--- src/rtl/tlc_phase_ctrl.sv ---
// tlc_phase_ctrl: main/side traffic-light phase controller with an internal
// down-counter, sensor-adaptive green extension and run-time programmable
// base / extension / yellow durations.
// Optional feature macro: TLC_WALK_EN enables the pedestrian WALK phase and
// the wr / wr_reset walk-latch handshake.
module tlc_phase_ctrl #(
  parameter int CNT_W  = 8,
  parameter int T_BASE = 6,
  parameter int T_EXT  = 3,
  parameter int T_YEL  = 2
) (
  input  logic             clk,
  input  logic             rst_n,
  input  logic             sensor_sync,
  input  logic             wr,
  output logic             wr_reset,
  input  logic             prog_sync,
  input  logic [1:0]       prog_sel,
  input  logic [CNT_W-1:0] prog_val,
  output logic [6:0]       leds,
  output logic [2:0]       state,
  output logic             phase_start
);

  typedef enum logic [2:0] {
    MG1  = 3'd0,
    MG2  = 3'd1,
    MY   = 3'd2,
    WALK = 3'd3,
    SG1  = 3'd4,
    SGX  = 3'd5,
    SY   = 3'd6
  } state_t;

  // A zero duration would never let the counter expire cleanly, so zero
  // is promoted to one everywhere a duration is stored.
  localparam logic [CNT_W-1:0] TB_RST = (T_BASE == 0) ? CNT_W'(1) : CNT_W'(T_BASE);
  localparam logic [CNT_W-1:0] TE_RST = (T_EXT  == 0) ? CNT_W'(1) : CNT_W'(T_EXT);
  localparam logic [CNT_W-1:0] TY_RST = (T_YEL  == 0) ? CNT_W'(1) : CNT_W'(T_YEL);

  localparam logic [6:0] LED_MG   = 7'b0011000;
  localparam logic [6:0] LED_MY   = 7'b0101000;
  localparam logic [6:0] LED_WALK = 7'b1001001;
  localparam logic [6:0] LED_SG   = 7'b1000010;
  localparam logic [6:0] LED_SY   = 7'b1000100;
  localparam logic [6:0] LED_RED  = 7'b1001000;

  function automatic logic [CNT_W-1:0] nz(input logic [CNT_W-1:0] v);
    return (v == '0) ? CNT_W'(1) : v;
  endfunction

  function automatic logic [6:0] leds_of(input state_t s);
    case (s)
      MG1, MG2: return LED_MG;
      MY:       return LED_MY;
      WALK:     return LED_WALK;
      SG1, SGX: return LED_SG;
      SY:       return LED_SY;
      default:  return LED_RED;
    endcase
  endfunction

  state_t           state_q, state_d;
  logic [CNT_W-1:0] cnt_q, cnt_d;
  logic [CNT_W-1:0] tb_q, tb_d, te_q, te_d, ty_q, ty_d;
  logic [6:0]       leds_q, leds_d;
  logic             ps_q, ps_d;
  logic             load;
  logic             walk_req;

`ifdef TLC_WALK_EN
  assign walk_req = wr;
`else
  wire unused_wr;
  assign unused_wr = wr;
  assign walk_req  = 1'b0;
`endif

  // Next-state, counter reload and timing-register update.
  always_comb begin
    state_d = state_q;
    cnt_d   = cnt_q - CNT_W'(1);
    tb_d    = tb_q;
    te_d    = te_q;
    ty_d    = ty_q;
    load    = 1'b0;
    if (prog_sync) begin
      case (prog_sel)
        2'd0:    tb_d = nz(prog_val);
        2'd1:    te_d = nz(prog_val);
        2'd2:    ty_d = nz(prog_val);
        default: ;
      endcase
      state_d = MG1;
      load    = 1'b1;
    end else if (cnt_q == '0 || state_q > SY) begin
      load = 1'b1;
      case (state_q)
        MG1:     state_d = sensor_sync ? MY : MG2;
        MG2:     state_d = MY;
        MY:      state_d = walk_req ? WALK : SG1;
        WALK:    state_d = SG1;
        SG1:     state_d = sensor_sync ? SGX : SY;
        SGX:     state_d = SY;
        SY:      state_d = MG1;
        default: state_d = MG1;
      endcase
    end
    if (load) begin
      case (state_d)
        MY, SY:    cnt_d = ty_d - CNT_W'(1);
        WALK, SGX: cnt_d = te_d - CNT_W'(1);
        default:   cnt_d = tb_d - CNT_W'(1);
      endcase
    end
    leds_d = leds_of(state_d);
    ps_d   = load;
  end

  // State, counter, timing registers and registered lamp outputs.
  always_ff @(posedge clk or negedge rst_n) begin
    if (!rst_n) begin
      state_q <= MG1;
      cnt_q   <= TB_RST - CNT_W'(1);
      tb_q    <= TB_RST;
      te_q    <= TE_RST;
      ty_q    <= TY_RST;
      leds_q  <= LED_MG;
      ps_q    <= 1'b1;
    end else begin
      state_q <= state_d;
      cnt_q   <= cnt_d;
      tb_q    <= tb_d;
      te_q    <= te_d;
      ty_q    <= ty_d;
      leds_q  <= leds_d;
      ps_q    <= ps_d;
    end
  end

`ifdef TLC_WALK_EN
  logic wr_reset_q, wr_reset_d;

  // Walk-latch clear pulse, high only in the first WALK cycle.
  always_comb begin
    wr_reset_d = load && (state_d == WALK);
  end

  // Registered so the pulse is aligned with the WALK entry edge.
  always_ff @(posedge clk or negedge rst_n) begin
    if (!rst_n) wr_reset_q <= 1'b0;
    else        wr_reset_q <= wr_reset_d;
  end

  assign wr_reset = wr_reset_q;
`else
  assign wr_reset = 1'b0;
`endif

  assign leds        = leds_q;
  assign state       = state_q;
  assign phase_start = ps_q;

endmodule
--- config.mk ---
export PLATFORM = sky130hd
export DESIGN_NAME = tlc_phase_ctrl
export DESIGN_NICKNAME = d
export VERILOG_FILES = /design/src/rtl/tlc_phase_ctrl.sv
export SDC_FILE = /design/constraint.sdc
export NUM_CORES = 1
export LEC_CHECK = 0
export ABC_AREA = 1
export BUFFER_PORTS_ARGS = -buffer_cell sky130_fd_sc_hd__buf_2
export CAP_MARGIN = 15
export CORE_ASPECT_RATIO = 2
export CORE_UTILIZATION = 46
export CTS_CLUSTER_SIZE = 14
export DETAILED_ROUTE_END_ITERATION = 12
export MAX_ROUTING_LAYER = met4
export PLACE_DENSITY = 0.66
export SETUP_SLACK_MARGIN = 0.3
export SYNTH_ARGS = -nofsm -noshare
export SYNTH_HDL_FRONTEND = slang
export SYNTH_SLANG_ARGS = --single-unit
--- constraint.sdc ---
create_clock -name clk -period 6.2 [get_ports clk]
set_input_delay 1.24 -clock clk [delete_from_list [all_inputs] [get_ports clk]]
set_output_delay 1.24 -clock clk [all_outputs]
set_load 0.005 [all_outputs]
==> out/metrics.cfg, run 1 <==
[run_status]
status = finished clean

[power]
p_per_area_nw_per_um2 = 271
power_leakage_nw = 1.23
max-vdd-ir-drop_uv = 224
power_uw = 662

[sta]
relSlewSlack_pct = 37.4
finalHoldWorstSlack_ns = 0.480
final_critical_path_setup_slack_ns = 3.06
finalSetupViolCount = 0
fin_skew_ns = 0.00532
drv_slew = 0
finalWorstPathRequiredPeriod_ns = 3.14
hold_violations = 0
clock.fmax_ghz = 0.318
timing.setup.tns_ns = 0
layout_worst_path_cycle_share_pct = 50.7
grt_setup_unrepaired = false
worstMarginPinSlew_ns = 0.938

[clock_network]
tritoncts = yes
ctsHoldBuffers = 0
clock_sink_count = 43
cts-buffers-inserted = 5
clk_transition_reported_paths_ns = 0.07
post-cts-setup-buffer-count = 0
clock_latency_of_the_later_clocked_register_in_the_worst_skew_pair_ns = 0.29
root_buffer_master = clkbuf_8
h-tree-depth = 2
cts.path.max_buffers = 2
resized_after_cts = 0

[finish]
num-nets-final = 297
layout-area-overhead-vs-synth_pct = 10.5
drive_gt1_share_pct = 31.0
final_util_pct = 53.1
diodes = 0

[synthesis]
synthDistinctLibCells = 34
syn-instance-count = 254
ys_warn_count = 0
postSynthNetCount = 270
ys_seq_elements = 43
fraction_of_synthesis_flops_using_an_asynchronous_set_or_reset_pin_pct = 100
synth-edff-count = 0
sequential_element_share_of_the_synthesized_area_pct = 49.3
synth_ff_type = dfrtp_1
post_synth.cell_area_avg_um2 = 8.70
syn_area_um2 = 2210

[grt]
grt_antenna_before_repair = 0
grtUsageTotal_pct = 19.7
grt_pass1_wl_mm = 7.13
grt_start_max_net_pins = 44
via_count_of_the_first_global_routing_pass = 1569
global_route.overflow_total = 0

[routing]
routed_wl_mm = 4.33
drt-initial-drc-count = 16
drt-vias-per-instance = 4.89
drc = 0
wl_per_cell_um = 12.9
drt_first_pass_iters = 4
via_count = 1642
ant_nets = 0

[floorplanning]
io_pins = 27
floorplan.die.width_um = 51.0
core-area_um2 = 4600
fp.dieH_um = 100
rows = 35
dieArea_um2 = 5100
initial_core_util_pct = 48.1

[worst_setup_path]
crit_slowest_cell = mux2_2
worst-setup-path-type = in -> reg
worst_ep_required_time_ns = 6.39
worst_path_most_repeated_cell = nand2_1
biggest_cell_delay_along_the_critical_path_ns = 0.45
critPathMaxFanout = 15
crit_path_cell_trace = buf_2, inv_1, nand3_1, mux2_2, nand2_1, nand3_1, o21ai_1, ha_1, nand2_1, nor2_2, nand2_1, nand2_1, nand2_1
worstSetupStartpointType = input port
critical_path_arrival_ns = 3.33
endpoint_kind = flop

[place]
place_worst_setup_slack_ns = 2.74
io_buffer_count = 24
routabilityCongestion = 0.813
dp_hpwl_mm = 3.28

[run]
drv.max_cap_violation_count = 0

[min_path]
min_path_type = reg -> reg

[final cells by class]
| class | count | area, µm² |
|---|---|---|
| Tap cell | 55 | 68.8 |
| Fill cell | 472 | 2160 |
| Inverter | 33 | 124 |
| Timing Repair Buffer | 24 | 120 |
| Clock buffer | 7 | 76.3 |
| Multi-Input combinational cell | 174 | 963 |
| Sequential cell | 43 | 1090 |
[cell families after synthesis]
logic type                 count (synthesis)  synth area share, %
AOI/OAI and AO/OA                         36                 9.57
xor gates and xnor gates                   4                 1.59
adders and majority gates                  1                0.566
buffers and inverters                     37                 7.13
DFF                                       43                 49.3
muxes                                      1                0.510
other                                      1                0.170
and+or+nand+nor                          131                 31.2
[stage by stage]
| stage | instance area (µm²) | std cells |
|---|---|---|
| after floorplan | 2210 | 254 |
| after global placement | 2360 | 329 |
| after detailed placement | 2360 | 329 |
| after CTS | 2440 | 336 |
| after global routing | 2440 | 336 |
| final | 2440 | 336 |
[routing by layer]
layer	GRT usage (%)	up-vias	part of all wire (%)
li1	-	841	-
met1	20.7	770	40
met2	35.1	24	56
met3	2.73	7	2.1
met4	8.97	0	1.8
met5	-	-	0
[where the power goes]
part	internal [mW]	total, mW	switching, mW
Combinational	0.0548	0.149	0.0945
Clock	0.0776	0.166	0.0880
Sequential	0.332	0.347	0.0155
[cells in the mapped netlist, types with 2 or more instances]
library cell	n	area, µm²
nand3_2	2	20.0
nor2_2	4	25.0
nor2_1	12	45.0
nor2_4	4	45.0
o21ai_1	7	35.0
inv_1	23	86.3
dfrtp_1	33	826
buf_6	2	22.5
a21oi_1	8	40.0
nand2_4	3	33.8
nand4_1	2	12.5
nand2_2	9	56.3
nand3_4	2	35.0
xnor2_1	3	26.3
o21ai_2	3	26.3
nand2_1	69	259
or2_2	5	31.3
dfstp_2	10	263
o21ai_0	14	70.1
nand3_1	16	80.1
inv_2	10	37.5
[worst paths after layout]
path | cells past startpoint | endpoint | slack, ns | from
max | 13 | cnt_q[6]$_DFF_PN0_ | 3.06 | prog_sel[1]
min | 2 | ty_q[3]$_DFF_PN0_ | 0.48 | ty_q[3]$_DFF_PN0_
max reg2reg | 16 | cnt_q[6]$_DFF_PN0_ | 3.68 | cnt_q[2]$_DFF_PN1_
min reg2reg | 2 | ty_q[3]$_DFF_PN0_ | 0.48 | ty_q[3]$_DFF_PN0_
max in group asynchronous | 1 | cnt_q[1]$_DFF_PN0_ | 4.52 | rst_n
min in group asynchronous | 1 | leds[2]$_DFF_PN0_ | 1.08 | rst_n
[state kept, by name, indices dropped and copies added (netlist names)]
signal,cells
cnt_q,8
tb_q,8
te_q,8
ty_q,8
leds,7
state,3
phase_start,1
[worst max-delay path, delay by kind of cell]
family	cells	cell delay, ns
adder cells (fa/ha/maj)	1	0.27
AO/OA/AOI/OAI	1	0.20
multiplexers	1	0.45
AND/OR/NAND/NOR	8	0.95
buffers and inverters	2	0.21
[cells in the final DEF (no fill, tap or decap), types with 3 or more instances in the layout]
cell type  Yosys  layout
o21ai_0       14      14
dfstp_2       10      10
nor2_2         4       4
a21oi_1        8       8
o21ai_2        3       3
nand2_4        3       3
nand2_2        9       9
inv_1         23      23
clkbuf_8       0       5
o21ai_1        7       7
inv_2         10      10
nand3_1       16      16
nor2_1        12      12
nor2_4         4       4
or2_2          5       5
xnor2_1        3       3
nand2_1       69      69
dfrtp_1       33      33
buf_2          0      24
Note: power is estimated with default switching activity, not from simulation.
==> run 2, diff against run 1 <==
--- a/config.mk
+++ b/config.mk
@@ -5,7 +5,7 @@
 export SDC_FILE = /design/constraint.sdc
 export NUM_CORES = 1
 export LEC_CHECK = 0
-export ABC_AREA = 1
+export ABC_AREA = 0
 export BUFFER_PORTS_ARGS = -buffer_cell sky130_fd_sc_hd__buf_2
 export CAP_MARGIN = 15
 export CORE_ASPECT_RATIO = 2
@@ -13,7 +13,7 @@
 export CTS_CLUSTER_SIZE = 14
 export DETAILED_ROUTE_END_ITERATION = 12
 export MAX_ROUTING_LAYER = met4
-export PLACE_DENSITY = 0.66
+export PLACE_DENSITY = 0.68
 export SETUP_SLACK_MARGIN = 0.3
 export SYNTH_ARGS = -nofsm -noshare
 export SYNTH_HDL_FRONTEND = slang
==> constraint.sdc (replaced) <==
create_clock -name clk -period 2.86 [get_ports clk]
set_input_delay 0.572 -clock clk [delete_from_list [all_inputs] [get_ports clk]]
set_output_delay 0.572 -clock clk [all_outputs]
set_load 0.005 [all_outputs]
==> run 2 against run 1 <==
Against the previous run: sequential share of layout area is 9.7 points lower; sequential power grew 130%; critical path type is now reg -> reg; core utilization increased by 12 points; highest routed layer unchanged; largest power group unchanged; critical endpoint is now cnt_q[4]$_DFF_PN0_.
==> out/metrics.cfg, run 2 <==
[clock_network]
clock_latency_of_the_later_clocked_register_in_the_worst_skew_pair_ns = 0.31
h-tree-depth = 2
cts-buffers-inserted = 5
clock_sink_count = 43
tritoncts = yes
clk_transition_reported_paths_ns = 0.08
root_buffer_master = clkbuf_8
cts.path.max_buffers = 2

[place]
routabilityCongestion = 0.843
dp_hpwl_mm = 4.17
io_buffer_count = 24
place_worst_setup_slack_ns = -0.166

[grt]
via_count_of_the_first_global_routing_pass = 1843
grtUsageTotal_pct = 24.3
global_route.overflow_total = 0
grt_start_max_net_pins = 44
grt_pass1_wl_mm = 8.91
grt_antenna_before_repair = 0

[worst_setup_path]
critPathBufInv = 5
ff2ff_setup_slack_ns = 0.09
worstSetupStartpointType = flop
critical_path_arrival_ns = 2.97
worst_path_most_repeated_cell = buf_4
crit_path_cell_trace = nor4_4, buf_4, and3_4, or3_4, buf_12, buf_4, nor3b_4, a2111oi_4, o21bai_4, ha_4, inv_4, buf_4, nor2_4, xor2_1
worst-setup-path-type = reg -> reg
biggest_cell_delay_along_the_critical_path_ns = 0.60
worst_ep_required_time_ns = 3.06
critPathMaxFanout = 6
endpoint_kind = flop
crit_slowest_cell = dfstp_2
timing.critical_path.max_delay_family = simple AND/OR/NAND/NOR gates

[sta]
final_critical_path_setup_slack_ns = 0.0943
relSlewSlack_pct = 36.5
layout_worst_path_cycle_share_pct = 96.7
finalWorstPathRequiredPeriod_ns = 2.77
hold_violations = 0
drv_slew = 0
clock.fmax_ghz = 0.362
worstMarginPinSlew_ns = 0.952
finalSetupViolCount = 0
grt_setup_unrepaired = true
timing.setup.tns_ns = 0
fin_skew_ns = 0.00397
finalHoldWorstSlack_ns = 0.404

[synthesis]
most_numerous_cell_in_the_yosys_netlist = dfrtp_1
synth.mux.area_fraction_pct = 12.2
synth_simple_gate_area_share_pct = 16.5
synth_ff_type = dfrtp_1
post_synth.cell_area_avg_um2 = 11.3
ys_warn_count = 0
synth_top_family_by_area = simple AND/OR/NAND/NOR gates
syn_area_um2 = 2300
postSynthNetCount = 220
largest_area_contributor_in_the_netlist = dfrtp_1
synth-edff-count = 0
post_synth_xor_area_fraction_pct = 2.29
sequential_element_share_of_the_synthesized_area_pct = 47.4
synth.top_cells.by_area = dfrtp_1, dfstp_2, mux2_2, mux2i_1, nor2_1
synth_compound_gate_area_share_pct = 14.8
synthAdderAreaFrac_pct = 0.545
syn-instance-count = 204
yosys-top-cells-count = dfrtp_1, mux2_2, nor2_1
yosysTopAreaCellShare_pct = 36.0
fraction_of_synthesis_flops_using_an_asynchronous_set_or_reset_pin_pct = 100
synthDistinctLibCells = 58
ys_seq_elements = 43

[power]
clockPowerShare_pct = 23.6
netSwitchingFraction_pct = 32.0
part_of_the_power_in_registers_pct = 49.1
p_per_area_nw_per_um2 = 526
power_leakage_nw = 1.41
p_sw_uw = 525
pwr-share-comb_pct = 27.3
internal_power_mw = 1.12
max-vdd-ir-drop_uv = 507

[finish]
layout.cells.most_common = buf_4
most-common-layout-cells = buf_4, dfrtp_1, buf_2
num-nets-final = 291
drive_gt1_share_pct = 52.9
diodes = 0
layout-area-overhead-vs-synth_pct = 35.9
final_util_pct = 64.7

[routing]
drt_first_pass_iters = 4
routed_wl_mm = 6.21
ant_nets = 0
drt-vias-per-instance = 5.68
drc = 0
wl_per_cell_um = 18.6
drt-initial-drc-count = 51
via_count = 1893

[floorplanning]
fp.dieH_um = 102
io_pins = 27
core-area_um2 = 4820
rows = 36
dieArea_um2 = 5290
floorplan.die.width_um = 52.0
initial_core_util_pct = 47.6

[min_path]
min_path_type = in -> async

[run_status]
status = finished clean

[run]
drv.max_cap_violation_count = 0

[run 2: path summary, 6_finish.rpt]
path | startpoint | to | cells after the start
min in group clk | te_q[0]$_DFF_PN1_ | te_q[0]$_DFF_PN1_ | 2
worst min-delay path | rst_n | tb_q[0]$_DFF_PN0_ | 1
max in group asynchronous | rst_n | state[0]$_DFF_PN0_ | 1
worst min register to register | te_q[0]$_DFF_PN1_ | te_q[0]$_DFF_PN1_ | 2
worst max-delay path | cnt_q[0]$_DFF_PN1_ | cnt_q[4]$_DFF_PN0_ | 14
worst max register to register | cnt_q[0]$_DFF_PN1_ | cnt_q[4]$_DFF_PN0_ | 14
[run 2: layout make-up]
| type | count | area [µm²] |
|---|---|---|
| fillers | 385 | 1700 |
| multi-input cells | 137 | 1270 |
| flip-flops and latches | 43 | 1090 |
| repair buffers | 73 | 528 |
| clock buffers | 6 | 72.6 |
| inverters | 15 | 71.3 |
| well taps | 57 | 71.3 |
| clock inverters | 2 | 12.5 |
[run 2: per-layer routing]
metal	global-route usage (%)	up-vias	wire [µm]
met2	41.1	41	3600
met3	4.76	22	136
met4	18.5	0	328
met5	-	-	0
met1	23.3	958	2140
li1	-	872	-
[run 2: through the flow]
step / instances / cell area [µm²] / power (mW)
2_1_floorplan: 204 / 2310 / 1.02
3_3_place_gp: 309 / 2700 / 1.13
3_5_place_dp: 309 / 2700 / 1.15
4_1_cts: 325 / 2960 / 1.59
5_1_grt: 333 / 3120 / 1.72
6_report: 333 / 3120 / 1.64
[run 2: cells by family after synthesis]
family                     count (synthesis)
other                                      1
DFF                                       43
adders and majority gates                  1
xor gates and xnor gates                   6
buffers and inverters                     24
and+or+nand+nor                           59
muxes                                     26
AOI/OAI and AO/OA                         44
[run 2: power by group through the flow]
| stage | sequential, mW | combinational [mW] | clock, mW |
|---|---|---|---|
| 2_1_floorplan | 0.791 | 0.232 | 0 |
| 3_3_place_gp | 0.804 | 0.329 | 0 |
| 3_5_place_dp | 0.806 | 0.339 | 0 |
| 4_1_cts | 0.799 | 0.394 | 0.391 |
| 5_1_grt | 0.814 | 0.486 | 0.419 |
| 6_report | 0.805 | 0.449 | 0.387 |
[run 2: worst reg2reg max path, cell delays in order (launching register included)]
cell	delay, ns
dfstp_2	0.60
nor4_4	0.07
buf_4	0.16
and3_4	0.15
or3_4	0.41
buf_12	0.15
buf_4	0.13
nor3b_4	0.22
a2111oi_4	0.06
o21bai_4	0.19
ha_4	0.16
inv_4	0.07
buf_4	0.12
nor2_4	0.03
xor2_1	0.13
[run 2: repair_timing]
action	4_1_cts	5_1_grt
pin swaps	11	15
buffers inserted	8	8
gates resized for setup	24	17
hold endpoints to repair	0	0
setup endpoints to repair	7	7
hold buffers	0	0
